$ cat config.mk
export PLATFORM = sky130hd
export DESIGN_NAME = lfsr_keystream_gen
export DESIGN_NICKNAME = d
export VERILOG_FILES = /design/src/rtl/lfsr_keystream_gen.sv
export SDC_FILE = /design/constraint.sdc
export NUM_CORES = 1
export LEC_CHECK = 0
export CAP_MARGIN = 20
export CORE_MARGIN = 2
export CORE_UTILIZATION = 29
export DETAILED_ROUTE_END_ITERATION = 12
export GPL_TIMING_DRIVEN = 0
export HOLD_SLACK_MARGIN = 0.03
export PLACE_DENSITY = 0.64
export SETUP_SLACK_MARGIN = 0.15
export SLEW_MARGIN = 15
export SYNTH_ARGS = -nofsm -noshare
export SYNTH_HDL_FRONTEND = slang
export SYNTH_SLANG_ARGS = --single-unit
$ cat constraint.sdc
create_clock -name i_clk -period 4.58 [get_ports i_clk]
set_clock_uncertainty 0.2 [all_clocks]
set_input_delay 1.374 -clock i_clk [delete_from_list [all_inputs] [get_ports i_clk]]
set_output_delay 1.374 -clock i_clk [all_outputs]
set_load 0.005 [all_outputs]
$ cat src/rtl/lfsr_keystream_gen.sv
`default_nettype none
// +--------------------------------------------------------------------------+
// | lfsr_keystream_gen : Fibonacci LFSR keystream packed into valid/ready     |
// | words, first-generated bit in bit 0.                      Rev 1.0         |
// +--------------------------------------------------------------------------+
module lfsr_keystream_gen #(
  parameter int               WIDTH    = 64,
  parameter logic [WIDTH-1:0] TAPS     = WIDTH'(64'h8000_0000_0000_000D),
  parameter int               OUT_BITS = 8
) (
  input  logic                i_clk,
  input  logic                i_reset,
  input  logic [WIDTH-1:0]    i_seed,
  input  logic                i_load,
  input  logic                i_ready,
  output logic                o_valid,
  output logic [OUT_BITS-1:0] o_word,
  output logic [WIDTH-1:0]    o_lfsr,
  output logic                o_zero_seed
);

  localparam int           CW   = (OUT_BITS > 1) ? $clog2(OUT_BITS) : 1;
  localparam logic [CW-1:0] LAST = CW'(OUT_BITS - 1);

  logic [WIDTH-1:0]    lfsr_q,  lfsr_d;
  logic [CW-1:0]       cnt_q,   cnt_d;
  logic [OUT_BITS-1:0] acc_q,   acc_d;
  logic [OUT_BITS-1:0] word_q,  word_d;
  logic                valid_q, valid_d;
  logic                zero_q,  zero_d;

  logic                w_adv;
  logic                w_fb;
  logic                w_bit;
  logic                w_seed_zero;
  logic [WIDTH-1:0]    w_seed;
  logic [OUT_BITS-1:0] w_acc_fill;

  // An all-zero state would lock the LFSR, so it is replaced by state 1.
  assign w_seed_zero = (i_seed == '0);
  assign w_seed      = w_seed_zero ? WIDTH'(1) : i_seed;

  assign w_adv = !(valid_q && !i_ready);
  assign w_fb  = ^(lfsr_q & TAPS);
  assign w_bit = lfsr_q[0];

  always_comb begin
    w_acc_fill        = acc_q;
    w_acc_fill[cnt_q] = w_bit;
  end

  always_comb begin
    lfsr_d  = lfsr_q;
    cnt_d   = cnt_q;
    acc_d   = acc_q;
    word_d  = word_q;
    valid_d = valid_q;
    zero_d  = zero_q;
    if (i_load) begin
      lfsr_d  = w_seed;
      cnt_d   = '0;
      acc_d   = '0;
      valid_d = 1'b0;
      zero_d  = w_seed_zero;
    end else if (w_adv) begin
      lfsr_d = {w_fb, lfsr_q[WIDTH-1:1]};
      if (cnt_q == LAST) begin
        word_d  = w_acc_fill;
        valid_d = 1'b1;
        cnt_d   = '0;
        acc_d   = '0;
      end else begin
        acc_d = w_acc_fill;
        cnt_d = cnt_q + 1'b1;
        if (i_ready) begin
          valid_d = 1'b0;
        end
      end
    end
  end

  always_ff @(posedge i_clk) begin
    if (i_reset) begin
      lfsr_q  <= w_seed;
      cnt_q   <= '0;
      acc_q   <= '0;
      word_q  <= '0;
      valid_q <= 1'b0;
      zero_q  <= w_seed_zero;
    end else begin
      lfsr_q  <= lfsr_d;
      cnt_q   <= cnt_d;
      acc_q   <= acc_d;
      word_q  <= word_d;
      valid_q <= valid_d;
      zero_q  <= zero_d;
    end
  end

  assign o_valid     = valid_q;
  assign o_word      = word_q;
  assign o_lfsr      = lfsr_q;
  assign o_zero_seed = zero_q;

endmodule
`default_nettype wire

Word level (Yosys, flattened, before mapping) --
Index checks and enable logic that the tools add are counted. Widths: inputs -> output; s select.
Cells by class: add/subtract/negate cells 1, $lt $le $gt $ge 2, equal/unequal tests 2, multiplexer cells 13, bitwise operators 2, reduce and logical (&&, ||, !) cells 10
Operator list (count):
- $mux 64 | 4
- $logic_not 64->1 | 1
- $reduce_xor 64->1 | 1
- $bwmux 8 | 1
- $mux 8 | 1
- $mux 1 | 5
- $lt 3x4->1 const B | 1
- $reduce_bool 2->1 | 2
- $add 3x1->3 const B | 1
- $demux 1 s3 | 1
- $eq 3x3->1 const B | 1
- $ge 3x1->1 const B | 1
- $mux 3 | 1
- $ne 3x3->1 const B | 1
- $reduce_and 3->1 | 1
- $logic_and 1x1->1 | 2
- $not 1->1 | 2
- $reduce_and 2->1 | 1
- $reduce_or 2->1 | 1
- $logic_not 1->1 | 1
Storage, ports and cells: register bits 85, bits of input ports 68

Logic depth before layout (Yosys ltp) --
word-level depth 6, gate-level depth with buffers 6, gate-level depth less buffers 5

Worst setup path after synthesis --
OpenSTA, ideal clock, no wires.
path kind input port to flip-flop, from input port i_reset, to register lfsr_q[0] (netlist: o_lfsr[0]) (enable), setup time 418 ps, arrival time 3182 ps, setup slack 780 ps, stages 5, path buffers 2, path through buf_4 > nor2_4 > and2_2 > clkbuf_1 > inv_1
On the way: cells in the longest elaborated chain, start to end 1
Ends and longest elaborated chain:
- from (decl) | line 12 | input logic i_reset,
- $ne 3x3->1 (no source line)
- to (signal assigned) | line 84 | lfsr_q <= w_seed;
- to (signal assigned) | line 91 | lfsr_q <= lfsr_d;
- to (decl) | line 25 | logic [WIDTH-1:0] lfsr_q, lfsr_d;
No other way between the ends. A chain may end at the register's enable or synchronous reset.

Worst setup path after layout --
from input port i_load, to register lfsr_q[27] (netlist: o_lfsr[27]) (enable)
On the way: cells in the longest elaborated chain, start to end 1
Ends and longest elaborated chain:
- from (decl) | line 14 | input logic i_load,
- $ne 3x3->1 (no source line)
No other way between the ends.

==> impl_summary.log <==
[metrics] Post-Syn Area per Cell: about 15 sq um
[metrics] count of endpoints failing hold in the final timing report: 0
[metrics] maximum cell stage delay along the critical path: about 0.54 ns
[metrics] Max Root-Sink Buffers: 2
[metrics] Min Clock Period, post-route: about 3.4 ns
[metrics] number of buffers added on ports: 140
[metrics] number of placement rows: ~40
[metrics] number of violations reported at the end of detailed-routing iteration 0: 90
[metrics] share of the core filled with cells: 0.452
[metrics] Via-to-Cell Ratio: 4.60
[metrics] class of the worst hold path: reg -> reg
[metrics] worst voltage drop across the vdd grid: 0.153 mV
[metrics] Resized Gates After CTS: 0
[metrics] ys flop type: edfxtp_1
[metrics] GRT Overall Usage: 0.145
[metrics] DRC violations left: 0
[metrics] Setup Fix Bufs, Post-CTS: 0
[metrics] final setup violation count: 0
[metrics] layout cells sized above 1: 0.240
[metrics] CP Class: in -> reg
[metrics] Detailed Routing Iterations Pass 1: 4
[metrics] routed via count: 2702
[metrics] fmax: ~300 MHz
[metrics] leak pwr: roughly 2.0 nW
[metrics] P per Cell Area: between 300 and 400 nW/um^2
[metrics] die outline width: 118 um
[metrics] busiest layer in global routing: met2
[metrics] cells on worst reg2reg path: 6
[metrics] number of H-tree levels: 3
[metrics] total placed instance area: around 5400 sq um
[metrics] number of antenna-violating nets in the routed design: 0
[metrics] Req. time, crit path: between 4 and 5 ns
[metrics] mapped cell area: 3780 sq um
[metrics] placeable core region: around 13000 sq um
[metrics] Starting Density: 0.298
[metrics] share of synthesized flip-flops with an asynchronous set or reset: 0
[metrics] Final Instance Area: approximately 5700 sq um
[metrics] cells after synthesis: about 260
[metrics] area added between synthesis and finish: 51.5%
[metrics] cells traversed along the worst timing path: clkdlybuf4s50_1, nor2_4, and2_2, clkbuf_1, inv_4, buf_16
[metrics] actual slew at the worst max-slew pin: 0.514 ns
[metrics] largest net degree at the start of global routing: between 40 and 50
[metrics] Max Cap Viol: 0
[metrics] half-perimeter wire length of the detailed placement result: 7390 um
[metrics] beginning of the worst hold path: acc_q[3]$_SDFFE_PP0N_
[metrics] clock root buffer master: clkbuf_16
[metrics] sequential-to-total area share from yosys stat: 0.623
[metrics] clk sink count: between 80 and 90
[metrics] count of state elements after synthesis: 85
[metrics] met2 track demand over resource in global routing: 0.226
[metrics] highest net fanout along the worst path: 46
[metrics] kind of cell adding the most delay to the critical path: buffers and inverters
[metrics] Yosys top cell area share: 0.517
[metrics] terminus of the critical flop-to-flop path: o_lfsr[27]$_DFFE_PP_
[metrics] vias in the first global route: 2862
[metrics] largest area contributor in the synthesized netlist: edfxtp_1
[metrics] final-stage net count: slightly below 500
[metrics] grt met1 use: 0.176
[metrics] number of warning messages in the yosys log: 0
[metrics] cell types with the largest area share after synthesis: edfxtp_1 52%, mux2_2 18%, dfxtp_1 11%
[metrics] outcome: finished clean
[metrics] Slew Limit Headroom: 0.657
[metrics] number of antenna violations at the first check in global routing: 0
[metrics] setup repair after global routing missed its margin: no
[metrics] number of buffer and inverter stages on the critical path: 4
[metrics] overflow left after global routing: 0
[metrics] first-pass GRT wire length: ~16000 um
[metrics] number of cells on the worst hold path: 2
[metrics] Setup TNS: 0 ns
[metrics] Total Wirelength: 9710 um
[metrics] net count after synthesis: roughly 330
[metrics] number of synthesized flops with an enable pin: 65
[metrics] Ant. Diodes: 0
[metrics] RePlAce Congestion: 0.758
[metrics] number of primary I/O pins: around 140
[metrics] Final Max Slew Viols: 0
[metrics] library cell with the highest instance count after synthesis: edfxtp_1
[metrics] clock latency on the worst-skew pair: between 0.3 and 0.4 ns
[metrics] TritonCTS clock tree: done
[metrics] Reg-to-Reg Start: o_valid$_SDFFE_PP0P_
[metrics] final worst-path cycle share: 0.737
[metrics] sort of element at the end of the critical path: flip-flop
[metrics] CTS clock-pin slew for the worst setup and hold paths: 0.07 ns
[metrics] arrival time of data at the critical path endpoint: ~3.3 ns
[metrics] Synth top cells by count: 65 x edfxtp_1, 62 x mux2_2, 20 x dfxtp_1
[metrics] post-cts hold buffer count: 0
[metrics] Hold EP: acc_q[3]$_SDFFE_PP0N_
[metrics] mean routed wirelength per cell: ~17 um
[metrics] area enclosed by the die boundary: around 14000 sq um
[metrics] critical-path cell with the highest stage delay: clkdlybuf4s50_1
[metrics] CP Launch Type: primary input
[metrics] met3 track utilization from global routing: 0.0681
[metrics] count of distinct cell types in the synthesized netlist: 33
[metrics] Die Span Y: 118 um
[metrics] reg-to-reg setup timing slack: 2.45 ns
[metrics] clock buffers created by TritonCTS: 9
-- where the power goes --
| group | switching (mW) | leakage (nW) | internal (mW) |
|---|---|---|---|
| Combinational | 0.0868 | 1.02 | 0.187 |
| Clock | 0.299 | 0.151 | 0.434 |
| Sequential | 0.0287 | 0.850 | 0.888 |
-- through the flow --
step           setup WS, ns  hold WS, ns  std cells  power (mW)
2_1_floorplan         0.780        0.225        259        1.02
3_5_place_dp          0.841        0.243        572        1.21
3_3_place_gp         -0.515        0.236        571        1.21
5_1_grt                1.01        0.265        588        2.00
6_report               1.20        0.249        588        1.92
4_1_cts                1.20        0.251        588        1.95
-- registers in the layout, summed over array words and instances (netlist names) --
| signal | cells |
|---|---|
| acc_q | 8 |
| o_word | 8 |
| cnt_q | 3 |
| o_zero_seed | 1 |
| o_valid | 1 |
| o_lfsr | 64 |
-- routing by layer --
| metal | up-vias | wire [um] | part of all wire |
|---|---|---|---|
| li1 | 1297 | - | - |
| met1 | 1301 | 4030 | 0.42 |
| met2 | 89 | 4650 | 0.48 |
| met3 | 15 | 879 | 0.091 |
| met4 | 0 | 150 | 0.015 |
| met5 | - | 0 | 0 |
-- how the worst max path moves through the flow --
stage,startpoint,end,slack (ns),depth (start not counted)
finish,i_load,o_lfsr[27]$_DFFE_PP_,1.20,6
global route,i_load,o_lfsr[46]$_DFFE_PP_,1.01,6
CTS,i_load,o_lfsr[46]$_DFFE_PP_,1.20,6
detailed placement,i_load,o_lfsr[23]$_DFFE_PP_,0.84,6
global placement,i_load,o_lfsr[23]$_DFFE_PP_,-0.52,5
floorplan,i_reset,o_lfsr[0]$_DFFE_PP_,0.78,5
-- tightest hold or removal path, cell delays in order (launching register included) --
cell	delay, ns
dfxtp_1	0.31
nand2_1	0.05
o21ai_1	0.05
-- placed cells by master (no fill, tap or decap), types with 2 or more instances in the layout --
master,netlist,routed
nand4_1,4,4
nor2_1,17,17
mux2i_1,9,9
ha_1,2,2
clkbuf_1,2,3
nor4_1,16,16
xnor2_1,3,3
nand2_1,12,12
clkbuf_16,0,10
mux2_2,62,62
a21oi_1,2,2
buf_2,7,7
clkdlybuf4s50_1,0,140
buf_6,3,3
buf_4,3,3
a211oi_2,2,2
a211oi_1,6,6
edfxtp_1,65,65
nor3_1,2,2
dfxtp_1,20,20
clkbuf_8,0,2
o21ai_1,7,7
-- cells by family after synthesis --
logic type / share of synthesized area
compound gates: 0.0368
mux: 0.209
xor+xnor: 0.00696
fa+ha+maj: 0.00662
buf+inv: 0.0282
simple gates: 0.0901
flops: 0.623
-- area by class of cell --
cell class | count | area (sq um)
Multi-Input combinational cell | 157 | 1320
Sequential cell | 85 | 2350
Clock inverter | 2 | 13.8
Inverter | 2 | 10.0
Fill cell | 1176 | 6950
Tap cell | 172 | 215
Buffer | 15 | 98.8
Timing Repair Buffer | 141 | 1430
Clock buffer | 14 | 287
Power figures use the tool's default switching activity.
